## config.mk

```make
export PLATFORM = sky130hd
export DESIGN_NAME = clkdiv_sel
export DESIGN_NICKNAME = d
export VERILOG_FILES = /design/src/rtl/clkdiv_sel.sv
export SDC_FILE = /design/constraint.sdc
export NUM_CORES = 1
export LEC_CHECK = 0
export BUFFER_PORTS_ARGS = -buffer_cell sky130_fd_sc_hd__buf_4
export CAP_MARGIN = 0
export CORE_MARGIN = 8
export CORE_UTILIZATION = 45
export DETAILED_ROUTE_END_ITERATION = 12
export GPL_TIMING_DRIVEN = 0
export HOLD_SLACK_MARGIN = 0.03
export MAX_ROUTING_LAYER = met4
export PLACE_DENSITY_LB_ADDON = 0.25
export SKIP_LAST_GASP = 1
export SLEW_MARGIN = 20
export SYNTH_ARGS = -nofsm -noshare
export SYNTH_HDL_FRONTEND = slang
export SYNTH_SLANG_ARGS = --single-unit
```

## constraint.sdc

```tcl
create_clock -name C100M -period 4 [get_ports C100M]
set_input_delay 0.4 -clock C100M [delete_from_list [all_inputs] [get_ports C100M]]
set_output_delay 0.4 -clock C100M [all_outputs]
set_load 0.05 [all_outputs]
```

## src/rtl/clkdiv_sel.sv

```systemverilog
// Multi-channel programmable clock divider with a glitch-free CPU clock selector.
// Every output is a register clocked by C100M; divider reloads only on half-period boundaries.
module clkdiv_sel #(
    parameter int NCH = 3,
    parameter int CW  = 8
) (
    input  logic                C100M,
    input  logic                RESETn,
    input  logic [NCH*CW-1:0]   DIV,
    input  logic                LOAD,
    input  logic [$clog2(NCH)-1:0] SEL,
    output logic [NCH-1:0]      CLKO,
    output logic                CLKCPU,
    output logic                BUSY
);

    localparam int SW = $clog2(NCH);

    typedef enum logic [1:0] {RUN, DRAIN, PARK} state_t;

    logic [NCH-1:0][CW-1:0] cnt;
    logic [NCH-1:0][CW-1:0] act_div;
    logic [NCH-1:0][CW-1:0] shadow;
    logic [NCH-1:0]         wrap;

    state_t          state, state_nx;
    logic [SW-1:0]   cur, cur_nx;
    logic [SW-1:0]   tgt, tgt_nx;
    logic            cpu_nx;
    logic            busy_nx;
    logic            sel_ok;

    always_comb begin
        wrap = '0;
        for (int i = 0; i < NCH; i++) begin
            wrap[i] = (cnt[i] == act_div[i]);
        end
    end

    // NOTE: the divider values are a small register file, but they are still reset so
    // every channel starts as a known divide-by-2 rather than an arbitrary rate.
    always_ff @(posedge C100M or negedge RESETn) begin
        if (!RESETn) begin
            cnt     <= '0;
            act_div <= '0;
            shadow  <= '0;
            CLKO    <= '0;
        end else begin
            if (LOAD) begin
                shadow <= DIV;
            end
            for (int i = 0; i < NCH; i++) begin
                if (wrap[i]) begin
                    cnt[i]     <= '0;
                    CLKO[i]    <= ~CLKO[i];
                    // A LOAD landing on the wrap cycle already governs the next half-period.
                    act_div[i] <= LOAD ? DIV[i*CW +: CW] : shadow[i];
                end else begin
                    cnt[i] <= cnt[i] + 1'b1;
                end
            end
        end
    end

    assign sel_ok = (int'(SEL) < NCH);

    // NOTE: sequential state uses non-blocking assignments so every register samples
    // the pre-edge values, independent of statement order.
    always_ff @(posedge C100M or negedge RESETn) begin
        if (!RESETn) begin
            state  <= RUN;
            cur    <= '0;
            tgt    <= '0;
            CLKCPU <= 1'b0;
            BUSY   <= 1'b0;
        end else begin
            state  <= state_nx;
            cur    <= cur_nx;
            tgt    <= tgt_nx;
            CLKCPU <= cpu_nx;
            BUSY   <= busy_nx;
        end
    end

    // NOTE: every output of this block gets a default first so no path can infer a latch.
    always_comb begin
        state_nx = state;
        cur_nx   = cur;
        tgt_nx   = tgt;
        busy_nx  = BUSY;
        cpu_nx   = 1'b0;
        case (state)
            RUN: begin
                cpu_nx = CLKO[cur];
                if (sel_ok && (SEL != cur)) begin
                    tgt_nx   = SEL;
                    busy_nx  = 1'b1;
                    state_nx = DRAIN;
                end
            end
            DRAIN: begin
                // Let the old clock finish its high phase, then park low.
                cpu_nx = CLKO[cur];
                if (!CLKO[cur]) begin
                    cpu_nx   = 1'b0;
                    state_nx = PARK;
                end
            end
            PARK: begin
                // Hand over only while the new clock is low so its next rise is whole.
                if (!CLKO[tgt]) begin
                    cur_nx   = tgt;
                    busy_nx  = 1'b0;
                    state_nx = RUN;
                end
            end
            default: state_nx = RUN;
        endcase
    end

endmodule

```

-- Yosys cells after proc, flatten, opt, wreduce, memory -nomap -nowiden
Cells that the tools add are included.
- output and inout bits: 5
- word-level logic and storage cells: 62
- flip-flop bits (word level): 83
- input port bits: 29
- mux-type cells: 19
- equality and inequality tests: 9
- magnitude comparators: 3
- $add $sub $neg: 3
- reductions and logical operators: 7
- bitwise logic cells: 4
- operator list (kind ; number):
    two-way mux 8 bit ; 6
    adder 8 x 1 -> 8 bit, second input constant ; 3
    == test 8 bit ; 3
    < comparator 2 x 3 -> 1 bit, second input constant ; 2
    two-way mux 2 bit ; 3
    inequality test 2 bit, second input constant ; 3
    case mux 2 bit (3 select lines) ; 1
    AND reduction 3 bit ; 2
    two-way mux 1 bit ; 5
    binary-select mux 1 bit (select 2 bit) ; 2
    NOT 1 bit ; 4
    case mux 1 bit (2 select lines) ; 2
    AND reduction 2 bit ; 2
    == test 2 x 1 -> 1 bit, second input constant ; 1
    == test 2 bit, second input constant ; 1
    zero test 2 bit ; 1
    < comparator 2 bit, second input constant ; 1
    inequality test 2 bit ; 1
    nonzero test 2 bit ; 1
    logical AND 1 bit ; 1

-- Logic depth before layout (Yosys ltp)
Gate-level depths: netlist of run 1.
- word-level depth: 4
- gate-level depth with buffers: 5
- mapped depth without buffers: 4

-- Least setup slack after synthesis of run 1
Ideal clock, no wire load.
- path type: register -> register
- from: reg CLKO[2]
- to: reg cur[1]
- period minus slack after synthesis: 1583 ps
- setup slack: 2417 ps
- data arrival time: 1458 ps
- required time: 3875 ps
- setup time: 125 ps
- stages on the path, launching flop included: 4
- cells stage by stage: dfrtp_1 > mux2i_1 > o2111ai_1 > mux2_2
- word-level cells in the longest chain between the ends: 4
- RTL lines (what ; line ; source):
    start, declared ; 12 ; output logic [NCH-1:0] CLKO,
    start signal, assigned by index ; 55 ; CLKO[i] <= ~CLKO[i];
    binary-select mux 1 bit (select 2 bit) ; 111 ; if (!CLKO[tgt]) begin
    two-way mux 1 bit (not written as such) ; 111 ;
    NOT 1 bit (no line) ; - ;
    AND reduction 2 bit (no line) ; - ;
    end signal, assigned ; 78 ; cur <= cur_nx;
    end, declared ; 27 ; logic [SW-1:0] cur, cur_nx;
No other way between the ends. The select of a mux whose other input is x is not followed.
A chain may end at the register's enable or synchronous reset.

-- Worst setup path in the final report of run 1
- from: reg cnt[14] (netlist bit)
- to: reg act_div[14] (netlist bit)
- word-level cells in the longest chain between the ends: 1
- RTL lines (what ; line ; source):
    start, declared ; 21 ; logic [NCH-1:0][CW-1:0] cnt;
    start signal, assigned by index ; 59 ; cnt[i] <= cnt[i] + 1'b1;
    == test 8 bit ; 36 ; wrap[i] = (cnt[i] == act_div[i]);
    end signal, assigned by index ; 57 ; act_div[i] <= LOAD ? DIV[i*CW +: CW] : shadow[i];
    end, declared ; 22 ; logic [NCH-1:0][CW-1:0] act_div;
No other way between the ends.

==> key figures, run 1 <==
Timing
  – Final Cycle Share: 0.420
  – Final Setup Violations: 0
  – Setup_tns: 0 ns
  – Setup Skew: 0.00780 ns
  – Final hold violations: 0
  – RSZ-0062 raised after global routing: no
  – Tmin final: 1.68 ns
  – Final Max Slew Viols: 0
  – Least-Margin Pin Slew: 0.731 ns
  – Slew HR: 0.513
  – Fmax: 0.596 GHz

Die
  – Width of the die: 106 um
  – Placeable Area: 0.00805 mm2
  – Die height: 106 um
  – Ports: 34
  – Die area: 0.0112 mm2
  – Row count: 33
  – Initial core utilization: 0.453

Clocking
  – Resized cells post-CTS: 0
  – CTS sink cnt: 83
  – Post-CTS setup buffers: 0
  – CTS Buf Count: 9
  – Cts hold-fix bufs: 0
  – Worst-Skew Late Latency: 0.35 ns
  – Longest Clk Path Bufs: 2
  – Clk slew on worst S/H paths: 0.08 ns
  – TritonCTS clock tree: built
  – Clock root cell: clkbuf_8
  – # H-tree levels: 3

Layout
  – Most frequent cells in the layout: dfrtp_1 (83), mux2_2 (46), buf_4 (31), xnor2_1 (27), nor2_1 (23)
  – Commonest non-fill, non-tap cell in the layout: dfrtp_1
  – Area growth syn-to-layout: 16.0%
  – Final std cells w/o fill: 438
  – Nets: 360
  – Ratio of cells with drive above 1 in the final layout: 0.315
  – Total inserted antenna cells: 0

Global route
  – Largest net degree at the start of global routing: 84
  – Global-route usage over all layers: 0.126
  – Gr ovfl total: 0
  – First-pass GRT wire length: 11.1 mm
  – Initial antenna violation count: 0
  – Vias in the first global route: 2333

Setup path
  – Delay-heaviest family, CP: simple AND/OR/NAND/NOR gates
  – Worst setup path startpoint: cnt[14]
  – Crit path cell chain: xnor2_1, nand4_1, nor2_4, buf_6, mux2_4
  – Critical path peak fanout: 10
  – WP data arrival: 1.92 ns
  – Critical path type: register to register
  – Worst R2R Start: cnt[14]
  – Max incr delay on CP: 0.42 ns
  – Worst setup SP type: register
  – Crit-path slowest cell: dfrtp_1
  – CP Data Required Time: 4.24 ns
  – Critical Path Sink Type: register
  – Buf+Inv Stages, Crit Path: 1

Yosys
  – Syn Inst Count: 285
  – Synth Area per Inst: 12.8 um2
  – Seq cells post-synth: 83
  – Syn_nets: 317
  – Sequential fraction of the synthesis area: 0.569
  – Synthesis warning total: 0
  – Cell variety after synth: 33
  – Cell area after synthesis: 0.00365 mm2

Status
  – Status: finished, final reports clean

Hold path
  – HP Class: input pin to asynchronous set/reset pin

Routing
  – Initial DRC count: 94
  – Pre-antenna DRT Iters: 4
  – Vias: 2206
  – Drt wl/cell: 14.6 um
  – Final WL: 6.41 mm
  – Drt drc: 0
  – Via density: 5.04
  – ANT nets after route: 0

Placed design
  – Placed Cells: 422
  – Hpwl dp: 4.37 mm
  – Number of buffers added on ports: 32
  – Final Wtd Congestion: 0.776

Power
  – Pwr dens: 724 mW/mm2
  – Worst VDD drop: 0.306 mV
  – Leakage: 1.83 nW

Flow run
  – Max Cap Viol: 0
==> sequential cells by signal, indices dropped and copies added (netlist names) <==
name and cells:
cur 2, state 2, shadow 24, CLKCPU 1, tgt 2, act_div 24
cnt 24, CLKO 3, BUSY 1
==> report_power, final <==
group	leakage, nW	internal (W)	switching, W
logic	0.729	0.000522	0.000464
registers	0.996	0.00115	0.000293
clock network	0.103	0.000350	0.000288
total	1.83	0.00202	0.00104
==> area by class of cell <==
class,instances,area (um2)
Inverter,6,22.5
Buffer,9,61.3
Sequential cell,83,2080
Tap cell,105,131
Multi-Input combinational cell,187,1490
Clock inverter,5,77.6
Clock buffer,11,131
Fill cell,706,3820
Timing Repair Buffer,32,244
==> through the flow <==
stage	worst slack [ns]	hold WS, ns	power (W)	util	cell area, um2
2_1_floorplan	2.42	0.104	0.00219	-	3650
3_3_place_gp	2.30	0.478	0.00241	0.499	4020
3_5_place_dp	2.30	0.483	0.00245	0.499	4020
4_1_cts	2.28	0.251	0.00311	0.525	4230
5_1_grt	2.23	0.130	0.00328	0.526	4230
6_report	2.32	0.0874	0.00307	0.526	4230
==> per-layer routing <==
metal | vias up | routed length, um | GRT usage | part of all wire
li1 | 1058 | - | - | -
met1 | 1110 | 3020 | 0.151 | 0.47
met2 | 29 | 3080 | 0.193 | 0.48
met3 | 9 | 218 | 0.0448 | 0.034
met4 | 0 | 95 | 0.0482 | 0.015
met5 | - | 0 | - | 0
==> path summary, 6_finish.rpt <==
path / to / slack [ns] / depth (start not counted)
min reg2reg: shadow[5] / 0.50 / 1
max: act_div[14] / 2.32 / 5
max reg2reg: act_div[14] / 2.32 / 5
max in group asynchronous: act_div[4] / 3.43 / 1
min: shadow[8] / 0.09 / 1
min in group C100M: shadow[11] / 0.29 / 2
==> kinds of logic (layout without fill, tap and decap cells) <==
kind of cell	count (synthesis)	count (layout)	share of synthesized area
simple gates	70	70	0.0998
compound gates	18	18	0.0302
buf+inv	15	63	0.0230
mux	51	51	0.160
flops	83	83	0.569
xor+xnor	45	45	0.108
fa+ha+maj	3	3	0.0103
==> synthesized netlist by cell type, drive strengths merged <==
cell     instances  share of area
mux2i            2         0.0055
o22ai            2         0.0034
nand3b           1         0.0021
o31ai            1         0.0021
nor3b            1         0.0021
nor2b            4         0.0069
nor2            26          0.033
ha               3          0.010
dfrtp           83           0.57
nand2            5         0.0051
nor3             2         0.0027
clkbuf           2         0.0021
nand3           15          0.021
o2111ai          1         0.0024
nand2b           2         0.0034
inv              6         0.0062
o221ai           1         0.0024
a32oi            1         0.0024
xnor2           27          0.065
nor4             1         0.0017
o21ai            6         0.0082
nand4            6          0.010
and3             6          0.010
and2             1         0.0017
a21oi            4         0.0055
a31oi            1         0.0017
mux2            49           0.15
xor2            18          0.043
o211ai           1         0.0021
buf              7          0.015
No activity file was read; power rests on OpenSTA's default activity.
==> run 2: changes to the inputs <==
==> constraint.sdc (replaced) <==
create_clock -name C100M -period 1.55 [get_ports C100M]
set_input_delay 0.155 -clock C100M [delete_from_list [all_inputs] [get_ports C100M]]
set_output_delay 0.155 -clock C100M [all_outputs]
set_load 0.05 [all_outputs]
==> run 2 against run 1 <==
Compared with the run above: the flow now finishes with violations (setup timing); setup slack got worse by 2.3 ns; critical path type unchanged; register-to-register slack worse by 2.3 ns; clock skew is 0.00093 ns lower; highest routed layer unchanged; via count rose by 6.3%; critical path depth did not move; non-clock buffer count is 34 higher; sequential power rose to 2.5 times the previous value.
==> key figures, run 2 (same netlist as run 1, synthesis figures left out) <==
Global route
  – First-pass GRT wire length: 11.6 mm (+4.4%)
  – Global-route usage over all layers: 0.131 (+0.00458)
  – Initial antenna violation count: 0 (unchanged)
  – Largest net degree at the start of global routing: 84 (unchanged)
  – Gr ovfl total: 0 (unchanged)
  – Vias in the first global route: 2475 (+6.1%)

Die
  – Initial core utilization: 0.453 (unchanged)
  – Width of the die: 106 um (unchanged)
  – Placeable Area: 0.00805 mm2 (unchanged)
  – Die height: 106 um (unchanged)
  – Ports: 34 (unchanged)
  – Die area: 0.0112 mm2 (unchanged)
  – Row count: 33 (unchanged)

Layout
  – Largest regs: act_div x24, cnt x24, shadow x24
  – Final instance area: 0.00462 mm2 (+9.2%)
  – Area growth syn-to-layout: 26.7%
  – Fill cells: 667 (-5.5%)
  – Multi-input gate area: 0.00158 mm2 (+6.2%)
  – Nets: 394 (+9.4%)
  – Register area: 0.00209 mm2 (+0.54%)
  – Most frequent cells in the layout: dfrtp_1 (74), buf_4 (55), mux2_2 (29), xnor2_1 (24), nor2_1 (23)
  – Commonest non-fill, non-tap cell in the layout: dfrtp_1
  – Ratio of cells with drive above 1 in the final layout: 0.414 (+0.0989)
  – Total inserted antenna cells: 0 (unchanged)

Placed design
  – Hpwl dp: 4.38 mm (about the same)
  – Placed Instance Area: 0.00402 mm2 (about the same)
  – Place WS: -0.125 ns (-2.42 ns)
  – Final Wtd Congestion: 0.829 (+6.8%)
  – Number of buffers added on ports: 32 (unchanged)

Power
  – Clk pwr share: 0.183 (-0.025)
  – Switch Pwr: 0.00286 W (+170%)
  – Flop pwr share: 0.434 (-0.036)
  – Sw frac: 0.338 (-0.00269)
  – Int Pwr: 0.00560 W (+180%)
  – Worst VDD drop: 0.714 mV (+130%)
  – Comb power frac: 0.384 (+0.062)
  – Leakage: 2.06 nW (+13%)
  – Pwr dens: 1830 mW/mm2 (+150%)

Clocking
  – Clk slew on worst S/H paths: 0.08 ns (about the same)
  – Worst-Skew Late Latency: 0.35 ns (about the same)
  – # H-tree levels: 3 (unchanged)
  – CTS Buf Count: 9 (unchanged)
  – CTS sink cnt: 83 (unchanged)
  – TritonCTS clock tree: built
  – Clock root cell: clkbuf_8
  – Longest Clk Path Bufs: 2 (unchanged)

Setup path
  – Critical Path Sink Type: register
  – Worst setup SP type: register
  – WP data arrival: 1.80 ns (-0.12 ns)
  – CP Data Required Time: 1.79 ns (-2.45 ns)
  – Critical path type: register to register
  – R2R depth: 5 (unchanged)
  – Critical path peak fanout: 4 (-6)
  – R2R setup slack: -0.009 ns (-2.33 ns)

Status
  – Status: finished, violations left
  – Failing checks: setup timing

Timing
  – Final hold violations: 0 (unchanged)
  – Final Cycle Share: 1.01 (+0.586)
  – Hold WS: 0.0517 ns (-0.0357 ns)
  – Final Setup Violations: 2 (+2)
  – Slew HR: 0.504 (-0.00905)
  – Final worst slack: -0.00924 ns (-2.33 ns)
  – Tmin final: 1.56 ns (-0.119 ns)
  – Fmax: 0.641 GHz (+7.6%)
  – Final Max Slew Viols: 0 (unchanged)
  – Setup Skew: 0.00688 ns (-0.000927 ns)
  – RSZ-0062 raised after global routing: yes
  – Least-Margin Pin Slew: 0.744 ns (+0.0136 ns)

Flow run
  – Max Cap Viol: 0 (unchanged)

Routing
  – Drt drc: 0 (unchanged)
  – Final WL: 6.90 mm (+7.5%)
  – Initial DRC count: 71 (-24%)
  – Drt wl/cell: 14.6 um (-0.24%)
  – Pre-antenna DRT Iters: 4 (unchanged)
  – Via density: 4.97 (-1.4%)
  – Vias: 2344 (+6.3%)
  – ANT nets after route: 0 (unchanged)

Hold path
  – Hold Path Cell Cnt: 2
  – HP Class: input pin to register
[run 2: changes by cell type in the layout (fill, tap and decap cells not counted), moves of 8 or more]
cell     before  now
buf_4        31   55
mux2_2       46   29
mux2_4        3   20
dfrtp_1      83   74
dfrtp_2       0    9
buf_6         4   12
[run 2: final timing paths]
check	start	endpoint
max in group asynchronous	RESETn	cnt[0]
setup reg to reg	act_div[10]	act_div[11]
min in group asynchronous	RESETn	shadow[11]
hold / removal	DIV[12]	shadow[12]
hold reg to reg	cnt[8]	cnt[8]
setup / recovery	act_div[10]	act_div[11]
[run 2: metal layers]
metal  global-route usage  share of wire  vias up  wire length, um
met2                0.202           0.50       34             3440
met1                0.158           0.45     1170             3120
met5                    -              0        -                0
met3               0.0309          0.029       12              201
met4               0.0643          0.019        0              130
li1                     -              -     1128                -
[run 2: layout make-up]
| type | count | share of cell area |
|---|---|---|
| Sequential cell | 83 | 0.452 |
| Multi-Input combinational cell | 187 | 0.342 |
| Tap cell | 105 | 0.0284 |
| Buffer | 9 | 0.0133 |
| Clock inverter | 5 | 0.0114 |
| Inverter | 6 | 0.00487 |
| Timing Repair Buffer | 66 | 0.118 |
| Clock buffer | 11 | 0.0306 |
[run 2: what timing repair did]
action | CTS | global route
hold buffers | 1 | 0
buffers inserted | 17 | 16
gates resized for setup | 5 | 31
pin swaps | 8 | 12
setup endpoints to repair | 15 | 25
hold endpoints to repair | 46 | 0
[run 2: worst max-delay path: stages (launching register included)]
cell	delay, ns
dfrtp_1	0.41
xnor2_1	0.19
nand4_1	0.17
nor2_4	0.23
buf_6	0.15
mux2_4	0.30
[run 2: per-stage QoR]
stage / utilization / cells / setup TNS, ns / power (W)
2_1_floorplan: - / 285 / 0 / 0.00564
3_3_place_gp: 0.500 / 422 / -0.353 / 0.00621
3_5_place_dp: 0.500 / 422 / -0.319 / 0.00631
4_1_cts: 0.544 / 456 / -0.149 / 0.00804
5_1_grt: 0.574 / 472 / -1.78 / 0.00902
6_report: 0.574 / 472 / -0.00985 / 0.00846
[run 2: power by group through the flow]
stage	sequential [W]	clock, W	combinational [W]
6_report	0.00367	0.00154	0.00324
5_1_grt	0.00378	0.00167	0.00358
3_3_place_gp	0.00374	0	0.00247
2_1_floorplan	0.00377	0	0.00188
3_5_place_dp	0.00377	0	0.00254
4_1_cts	0.00369	0.00158	0.00276
